==> config.mk <==
export PLATFORM = sky130hd
export DESIGN_NAME = uart_tx_serializer
export DESIGN_NICKNAME = d
export VERILOG_FILES = /design/src/rtl/uart_tx_serializer.sv
export SDC_FILE = /design/constraint.sdc
export NUM_CORES = 1
export LEC_CHECK = 0
export BUFFER_PORTS_ARGS = -buffer_cell sky130_fd_sc_hd__buf_2
export CAP_MARGIN = 20
export CORE_UTILIZATION = 30
export CTS_BUF_LIST = sky130_fd_sc_hd__clkbuf_8
export DETAILED_ROUTE_END_ITERATION = 16
export GPL_TIMING_DRIVEN = 0
export PLACE_DENSITY = 0.54
export REMOVE_ABC_BUFFERS = 1
export SYNTH_ARGS = -nofsm -noshare
export SYNTH_HDL_FRONTEND = slang
export SYNTH_SLANG_ARGS = --single-unit
==> constraint.sdc <==
create_clock -name i_clk -period 3.7 [get_ports i_clk]
set_input_delay 0.185 -clock i_clk [delete_from_list [all_inputs] [get_ports i_clk]]
set_output_delay 0.185 -clock i_clk [all_outputs]
set_load 0.005 [all_outputs]
==> src/rtl/uart_tx_serializer.sv <==
// UART transmitter: takes one byte per valid/ready handshake and sends it as
// start, 8 data bits LSB-first, optional parity, then 1 or 2 stop bits.
module uart_tx_serializer #(
  parameter int CLKS_PER_BIT = 16,
  parameter int PARITY_EN    = 0,
  parameter int PARITY_ODD   = 0,
  parameter int STOP_BITS    = 1
) (
  input  logic       i_clk,
  input  logic       i_reset,
  input  logic       i_valid,
  input  logic [7:0] i_data,
  output logic       o_ready,
  output logic       o_tx,
  output logic       o_busy,
  output logic       o_done
);

  localparam int CW = (CLKS_PER_BIT > 1) ? $clog2(CLKS_PER_BIT) : 1;
  localparam logic [CW-1:0] CNT_LAST      = CW'(CLKS_PER_BIT - 1);
  localparam logic          PAR_SENSE     = (PARITY_ODD != 0);
  localparam logic          STOP_LAST_IDX = (STOP_BITS == 2);

  typedef enum logic [2:0] {
    S_IDLE,
    S_START,
    S_DATA,
    S_PARITY,
    S_STOP
  } state_t;

  state_t        state_q, state_d;
  logic [CW-1:0] cnt_q, cnt_d;
  logic [2:0]    bit_idx_q, bit_idx_d;
  logic          stop_idx_q, stop_idx_d;
  logic [7:0]    shift_q, shift_d;
  logic          par_q, par_d;
  logic          tx_q, tx_d;
  logic          busy_q, busy_d;

  logic bit_end;
  logic last_stop;
  logic ready_c;
  logic xfer;

  always_comb begin
    state_d    = state_q;
    cnt_d      = cnt_q;
    bit_idx_d  = bit_idx_q;
    stop_idx_d = stop_idx_q;
    shift_d    = shift_q;
    par_d      = par_q;

    bit_end   = (cnt_q == CNT_LAST);
    last_stop = (state_q == S_STOP) && bit_end && (stop_idx_q == STOP_LAST_IDX);
    // The final stop cycle also accepts, so frames can run back-to-back.
    ready_c   = !i_reset && ((state_q == S_IDLE) || last_stop);
    xfer      = i_valid && ready_c;

    if ((state_q == S_IDLE) || bit_end) begin
      cnt_d = '0;
    end else begin
      cnt_d = cnt_q + CW'(1);
    end

    case (state_q)
      S_IDLE: begin
        if (xfer) begin
          state_d = S_START;
          shift_d = i_data;
          par_d   = (^i_data) ^ PAR_SENSE;
        end
      end
      S_START: begin
        if (bit_end) begin
          state_d   = S_DATA;
          bit_idx_d = 3'd0;
        end
      end
      S_DATA: begin
        if (bit_end) begin
          shift_d = {1'b0, shift_q[7:1]};
          if (bit_idx_q == 3'd7) begin
            stop_idx_d = 1'b0;
            state_d    = (PARITY_EN != 0) ? S_PARITY : S_STOP;
          end else begin
            bit_idx_d = bit_idx_q + 3'd1;
          end
        end
      end
      S_PARITY: begin
        if (bit_end) begin
          state_d    = S_STOP;
          stop_idx_d = 1'b0;
        end
      end
      S_STOP: begin
        if (bit_end) begin
          if (stop_idx_q == STOP_LAST_IDX) begin
            if (xfer) begin
              state_d = S_START;
              shift_d = i_data;
              par_d   = (^i_data) ^ PAR_SENSE;
            end else begin
              state_d = S_IDLE;
            end
          end else begin
            stop_idx_d = stop_idx_q + 1'b1;
          end
        end
      end
      default: state_d = S_IDLE;
    endcase

    // Line level is decoded from the next state so o_tx is a clean flop output.
    case (state_d)
      S_START:  tx_d = 1'b0;
      S_DATA:   tx_d = shift_d[0];
      S_PARITY: tx_d = par_d;
      default:  tx_d = 1'b1;
    endcase
    busy_d = (state_d != S_IDLE);
  end

  always_ff @(posedge i_clk) begin
    if (i_reset) begin
      state_q    <= S_IDLE;
      cnt_q      <= '0;
      bit_idx_q  <= 3'd0;
      stop_idx_q <= 1'b0;
      shift_q    <= 8'h00;
      par_q      <= 1'b0;
      tx_q       <= 1'b1;
      busy_q     <= 1'b0;
    end else begin
      state_q    <= state_d;
      cnt_q      <= cnt_d;
      bit_idx_q  <= bit_idx_d;
      stop_idx_q <= stop_idx_d;
      shift_q    <= shift_d;
      par_q      <= par_d;
      tx_q       <= tx_d;
      busy_q     <= busy_d;
    end
  end

  assign o_ready = ready_c;
  assign o_tx    = tx_q;
  assign o_busy  = busy_q;
  assign o_done  = last_stop && !i_reset;

endmodule
==> results.json, run 1 <==
{
  "status": "finished clean",
  "initialDrtViolationCount": 53,
  "antenna_found_initial": 0,
  "worstSkewPairLatency_ns": 0.26,
  "cts-root-buf": "clkbuf_8",
  "async_flop_share": 0,
  "rrSetupSlack_ns": 1.29,
  "avgSynthCellArea_um2": 9.081,
  "core_area_um2": 3468,
  "post_drt_wl_per_cell_um": 12.00,
  "mostFrequentLayoutCells": "21 x dfxtp_1, 15 x nor2_1, 14 x buf_2",
  "p_leak_nw": 0.4211,
  "die_x_um": 63.27,
  "hp-start": "i_data[5]",
  "irDropWorstVdd_mv": 0.2812,
  "timing.final.hold_violations": 0,
  "synth_edf_count": 0,
  "p_int_w": 0.0003398,
  "fin_total_pwr_w": 0.0004556,
  "htreeDepth": 1,
  "netlist_instances": 124,
  "r2r_cells": 6,
  "maxCapViolCount": 0,
  "worstSetupStartpointType": "register",
  "slew_headroom": 0.4512,
  "start_util": 0.3247,
  "dieHeight_um": 63.27,
  "vias": 892,
  "place_ws_ns": 1.283,
  "max_freq_mhz": 414.2,
  "hp-class": "input port to register",
  "portBuffers": 14,
  "ant_nets": 0,
  "path_class": "register to register",
  "nNetsFinal": 149,
  "finalCriticalPeriod_ns": 2.414,
  "finalWeightedCongestion": 0.7343,
  "swShare": 0.2542,
  "worstHoldPathCells": 3,
  "vias_per_cell": 4.956,
  "crit_path_end_kind": "register",
  "drv_slew": 0,
  "dieArea_um2": 4002,
  "clk_path_buf_depth": 2,
  "min_to": "shift_q[5]",
  "synth_seq_area_share": 0.3733,
  "nFillCells": 382,
  "arrival_ns": 2.57,
  "hold_buffers": 0,
  "clock_skew_ns": 0.004078,
  "wirelength_um": 2160,
  "grt_pass1_vias": 888,
  "rows": 21,
  "setup_tns_ns": 0,
  "drt_pass1_iterations": 4,
  "combPwrFrac": 0.133,
  "clkTransAtPathRegs_ns": 0.08,
  "setup_viol_count_final": 0,
  "grt_first_pass_wirelength_um": 3884,
  "ys_ff_latch": 21,
  "ys_warn_count": 0,
  "clkSinkCount": 21,
  "area_delta_synth_final_pct": 9.333,
  "remaining_drc_errors": 0,
  "p_sw_w": 0.0001158,
  "r2r_end": "o_tx",
  "diodes": 0,
  "dpl.hpwl_um": 1540,
  "cp_data_required_time_ns": 3.86,
  "grt_max_degree": 24,
  "grt_usage": 0.1212,
  "power_density_nw_per_um2": 370.1,
  "p_seq_frac": 0.529,
  "fin_ws_ns": 1.286,
  "cts_resized": 0,
  "whs_ns": 0.2443,
  "post-cts-setup-buffers": 0,
  "fin_crit_sh": 0.6525,
  "final_common_cell": "dfxtp_1",
  "worst_pin_slew_ns": 0.8231,
  "drive_above_1_share": 0.2015,
  "numCtsBuffers": 3,
  "yosysUniqueCellTypes": 40,
  "rr_startpoint": "cnt_q[0]",
  "grt_setup_unrepaired": "no",
  "ys.flop_type": "dfxtp_1",
  "netlist_area_um2": 1126,
  "cts_tree": "yes",
  "worst-path-max-fanout": 12,
  "io-pin-count": 15,
  "grt_overflow": 0,
  "clkPwrFrac": 0.338
}
## routing by layer
metal | GRT usage | vias up | wire length (um)
li1 | - | 460 | -
met2 | 0.2056 | 17 | 1021
met4 | 0.03409 | 0 | 21
met1 | 0.1495 | 413 | 1030
met3 | 0.03261 | 2 | 86
met5 | 0 | - | 0
## stage by stage
step	area [um^2]	utilization	std cells
3_3_place_gp	1182	0.3409	176
2_1_floorplan	1055	-	116
4_1_cts	1231	0.3550	180
5_1_grt	1231	0.3550	180
6_report	1231	0.3550	180
3_5_place_dp	1182	0.3409	176
## cell usage after synthesis, drive strengths merged (3+ instances only)
cell type  count  area share
nand3          6       0.031
xnor2          8       0.062
buf            7       0.060
a22oi          6       0.040
a21oi         10       0.044
nor2          16       0.056
nand2          8       0.027
dfxtp         21        0.37
ha             3       0.033
inv            3       0.010
mux2i          3       0.027
a211oi         5       0.038
nor3           4       0.022
## worst max-delay path: stages, from the launching register on
cell       delay, ns
dfxtp_1         0.36
ha_1            0.22
nand3_2         0.27
a2111oi_4       0.88
a31oi_2         0.13
a21o_1          0.22
a211o_1         0.22
## power groups by stage
stage          sequential, W  clock (W)  combinational (W)
2_1_floorplan       0.000245          0          0.0000412
3_3_place_gp        0.000246          0          0.0000599
3_5_place_dp        0.000246          0          0.0000613
4_1_cts             0.000241   0.000163          0.0000614
5_1_grt             0.000242   0.000167          0.0000678
6_report            0.000241   0.000154          0.0000608
## how the worst max path moves through the flow
stage | end | cells after the start | from
final | o_tx | 6 | cnt_q[0]
after global routing | o_tx | 6 | cnt_q[0]
after CTS | o_tx | 6 | cnt_q[0]
after detailed placement | o_tx | 6 | cnt_q[0]
after global placement | o_tx | 6 | cnt_q[0]
after floorplan | o_tx | 6 | cnt_q[0]
## state kept, by name, summed over array words and instances (netlist names)
signal	cells
state_q	3
bit_idx_q	3
cnt_q	4
par_q	1
o_busy	1
o_tx	1
shift_q	8
## cell families after synthesis
| family | after synthesis | synth area share |
|---|---|---|
| compound gates | 31 | 0.2133 |
| fa+ha+maj | 3 | 0.03334 |
| buf+inv | 11 | 0.07333 |
| simple gates | 46 | 0.2100 |
| flops | 21 | 0.3733 |
| mux | 3 | 0.02667 |
| xor+xnor | 9 | 0.07000 |
## final cells by class
class	count	area [um^2]	share of cell area
multi-input combinational	92	623.1	0.5061
sequential	21	420.4	0.3415
timing repair buffer	14	70.07	0.05691
tap	46	57.56	0.04675
clock buffer	3	41.29	0.03354
inverter	3	11.26	0.009146
clock inverter	1	7.507	0.006098
(Power assumes the default switching activity.)
==> run 2, diff against run 1 <==
--- a/config.mk
+++ b/config.mk
@@ -5,6 +5,7 @@
 export SDC_FILE = /design/constraint.sdc
 export NUM_CORES = 1
 export LEC_CHECK = 0
+export ABC_AREA = 1
 export BUFFER_PORTS_ARGS = -buffer_cell sky130_fd_sc_hd__buf_2
 export CAP_MARGIN = 20
 export CORE_UTILIZATION = 30
==> constraint.sdc (replaced) <==
create_clock -name i_clk -period 2.4 [get_ports i_clk]
set_input_delay 0.12 -clock i_clk [delete_from_list [all_inputs] [get_ports i_clk]]
set_output_delay 0.12 -clock i_clk [all_outputs]
set_load 0.005 [all_outputs]
==> results.json, run 2 <==
{
  "drt_pass1_iterations": 4,
  "critPathTopFamily": "simple AND/OR/NAND/NOR gates",
  "synth_area_leader_cell": "dfxtp_1",
  "area_delta_synth_final_pct": 14.68,
  "path_class": "register to register",
  "diodes": 0,
  "synth_top_family_by_area": "simple AND/OR/NAND/NOR gates",
  "clkTransAtPathRegs_ns": 0.08,
  "grt_pass1_vias": 918,
  "worst-path-max-fanout": 8,
  "wl_met3_um": 76,
  "max_freq_mhz": 606.6,
  "ys.flop_type": "dfxtp_1",
  "regMostFlops": "shift_q",
  "clkSinkCount": 21,
  "synth_seq_area_share": 0.3680,
  "cts-root-buf": "clkbuf_8",
  "numCtsBuffers": 3,
  "final_common_cell": "nand2_1",
  "mostFrequentLayoutCells": "39 x nand2_1, 21 x dfxtp_1, 17 x nor2_1",
  "dieHeight_um": 63.71,
  "async_flop_share": 0,
  "cts_tree": "yes",
  "crit_path_end_kind": "register",
  "start_util": 0.3120,
  "portBuffers": 14,
  "initialDrtViolationCount": 40,
  "core_area_um2": 3661,
  "p_leak_nw": 0.5614,
  "htreeDepth": 1,
  "critPathSlowestCell": "dfxtp_1",
  "synth_most_common_cell": "nand2_1",
  "fin_util": 0.3578,
  "worst_pin_slew_ns": 0.3393,
  "io-pin-count": 15,
  "antenna_found_initial": 0,
  "setup_tns_ns": 0,
  "grt_setup_unrepaired": "no",
  "setup_viol_count_final": 0,
  "clk_path_buf_depth": 2,
  "drive_above_1_share": 0.1941,
  "netlist_instances": 154,
  "synth_edf_count": 0,
  "worstSkewPairLatency_ns": 0.26,
  "die_x_um": 63.71,
  "grt_first_pass_wirelength_um": 3953,
  "vias": 1001,
  "wl_met2_um": 1031,
  "grt_usage": 0.1232,
  "maxCapViolCount": 0,
  "remaining_drc_errors": 0,
  "cp_data_required_time_ns": 2.56,
  "cts_resized": 0,
  "path_buf_inv": 2,
  "finalWeightedCongestion": 0.8161,
  "synth-compound-area-share": 0.1413,
  "nFillCells": 401,
  "ys_warn_count": 0,
  "yosysUniqueCellTypes": 28,
  "worstSetupStartpointType": "register",
  "arrival_ns": 1.80,
  "hold_buffers": 0,
  "synthTopCellsByCount": "39 x nand2_1, 21 x dfxtp_1, 17 x nor2_1",
  "ys_ff_latch": 21,
  "post_drt_wl_per_cell_um": 10.25,
  "vias_per_cell": 4.592,
  "netlist_area_um2": 1142,
  "wirelength_um": 2235,
  "maxUsedRoutingLayer": "met4",
  "grt_max_degree": 17,
  "reg_top3": "shift_q x8, cnt_q x4",
  "irDropWorstVdd_mv": 0.2622,
  "dieArea_um2": 4058,
  "synth_xor_xnor_area_share": 0.07667,
  "nNetsFinal": 185,
  "timing.final.hold_violations": 0,
  "synth_mux_area_frac": 0,
  "clock_skew_ns": 0.0005771,
  "fin_crit_sh": 0.6868,
  "grt_overflow": 0,
  "synth_area_leaders": "dfxtp_1 37%, nand2_1 13%, nor2_1 5.6%",
  "status": "finished clean",
  "worstPathCellList": "ha_1 > nand3_4 > nor2_4 > inv_4 > o21ai_4 > inv_2 > a21oi_1 > nor2_1",
  "post-cts-setup-buffers": 0,
  "power_density_nw_per_um2": 529.3,
  "largest_reg_flops": 8,
  "finalCriticalPeriod_ns": 1.648,
  "synth.top_cell.area_share": 0.3680,
  "slew_headroom": 0.7724,
  "synthSimpleGateAreaFrac": 0.2979,
  "synthAdderAreaFrac": 0.03286,
  "ant_nets": 0,
  "avgSynthCellArea_um2": 7.418,
  "rows": 22,
  "max_stage_delay_ns": 0.36,
  "drv_slew": 0,
  "hp-class": "input port to register",
  "dpl.hpwl_um": 1748,
  "wl_met1_um": 1104
}
-- run 2: changes by cell type after synthesis, sizes merged, moves of 5 or more --
cell / before / now
a22oi: 6 / 0
buf: 7 / 0
a21oi: 10 / 5
o21ai: 2 / 9
a31oi: 1 / 7
inv: 3 / 20
nand2: 8 / 39
-- run 2: per-stage QoR --
step | setup slack (ns) | std cells | cell area [um^2] | hold slack [ns] | total power [W]
2_1_floorplan | 0.9734 | 152 | 1134 | 0.1891 | 0.0004370
3_3_place_gp | 0.8337 | 214 | 1264 | 0.4336 | 0.0004688
3_5_place_dp | 0.7788 | 214 | 1264 | 0.4405 | 0.0004715
4_1_cts | 0.7516 | 218 | 1310 | 0.1607 | 0.0007059
5_1_grt | 0.6232 | 218 | 1310 | 0.1811 | 0.0007336
6_report | 0.7516 | 218 | 1310 | 0.1607 | 0.0006934
-- run 2: area by class of cell --
| type | count | area (um^2) | share of cell area |
|---|---|---|---|
| tap | 48 | 60.06 | 0.04585 |
| inverter | 21 | 86.33 | 0.06590 |
| multi-input combinational | 110 | 626.9 | 0.4785 |
| clock inverter | 1 | 5.005 | 0.003820 |
| timing repair buffer | 14 | 70.07 | 0.05349 |
| sequential | 21 | 420.4 | 0.3209 |
| clock buffer | 3 | 41.29 | 0.03152 |
-- run 2: final timing paths --
check / slack [ns] / depth (start not counted) / to / start
min reg2reg: 0.46 / 1 / cnt_q[0] / cnt_q[0]
max: 0.75 / 8 / bit_idx_q[1] / cnt_q[0]
min: 0.16 / 3 / shift_q[1] / i_data[1]
max reg2reg: 0.75 / 8 / bit_idx_q[1] / cnt_q[0]
-- run 2: power breakdown --
group / switching, W / internal [W]
clock network: 0.000115 / 0.000116
registers: 0.00000598 / 0.000362
logic: 0.0000569 / 0.0000379
-- run 2: cells by family after synthesis --
group / count (synthesis)
buffers and inverters: 23
AO/OA/AOI/OAI: 24
flip-flops: 21
AND/OR/NAND/NOR: 73
XOR/XNOR: 10
adder cells (fa/ha/maj): 3
-- run 2: metal layers --
metal,GRT usage,vias to the layer above
li1,-,530
met2,0.2035,13
met1,0.1558,456
met4,0.03409,0
met3,0.03261,2
met5,0,-
-- run 2: worst reg2reg max path: stages (launching register included) --
cell,delay [ns]
dfxtp_1,0.36
ha_1,0.24
nand3_4,0.17
nor2_4,0.27
inv_4,0.06
o21ai_4,0.17
inv_2,0.05
a21oi_1,0.15
nor2_1,0.06
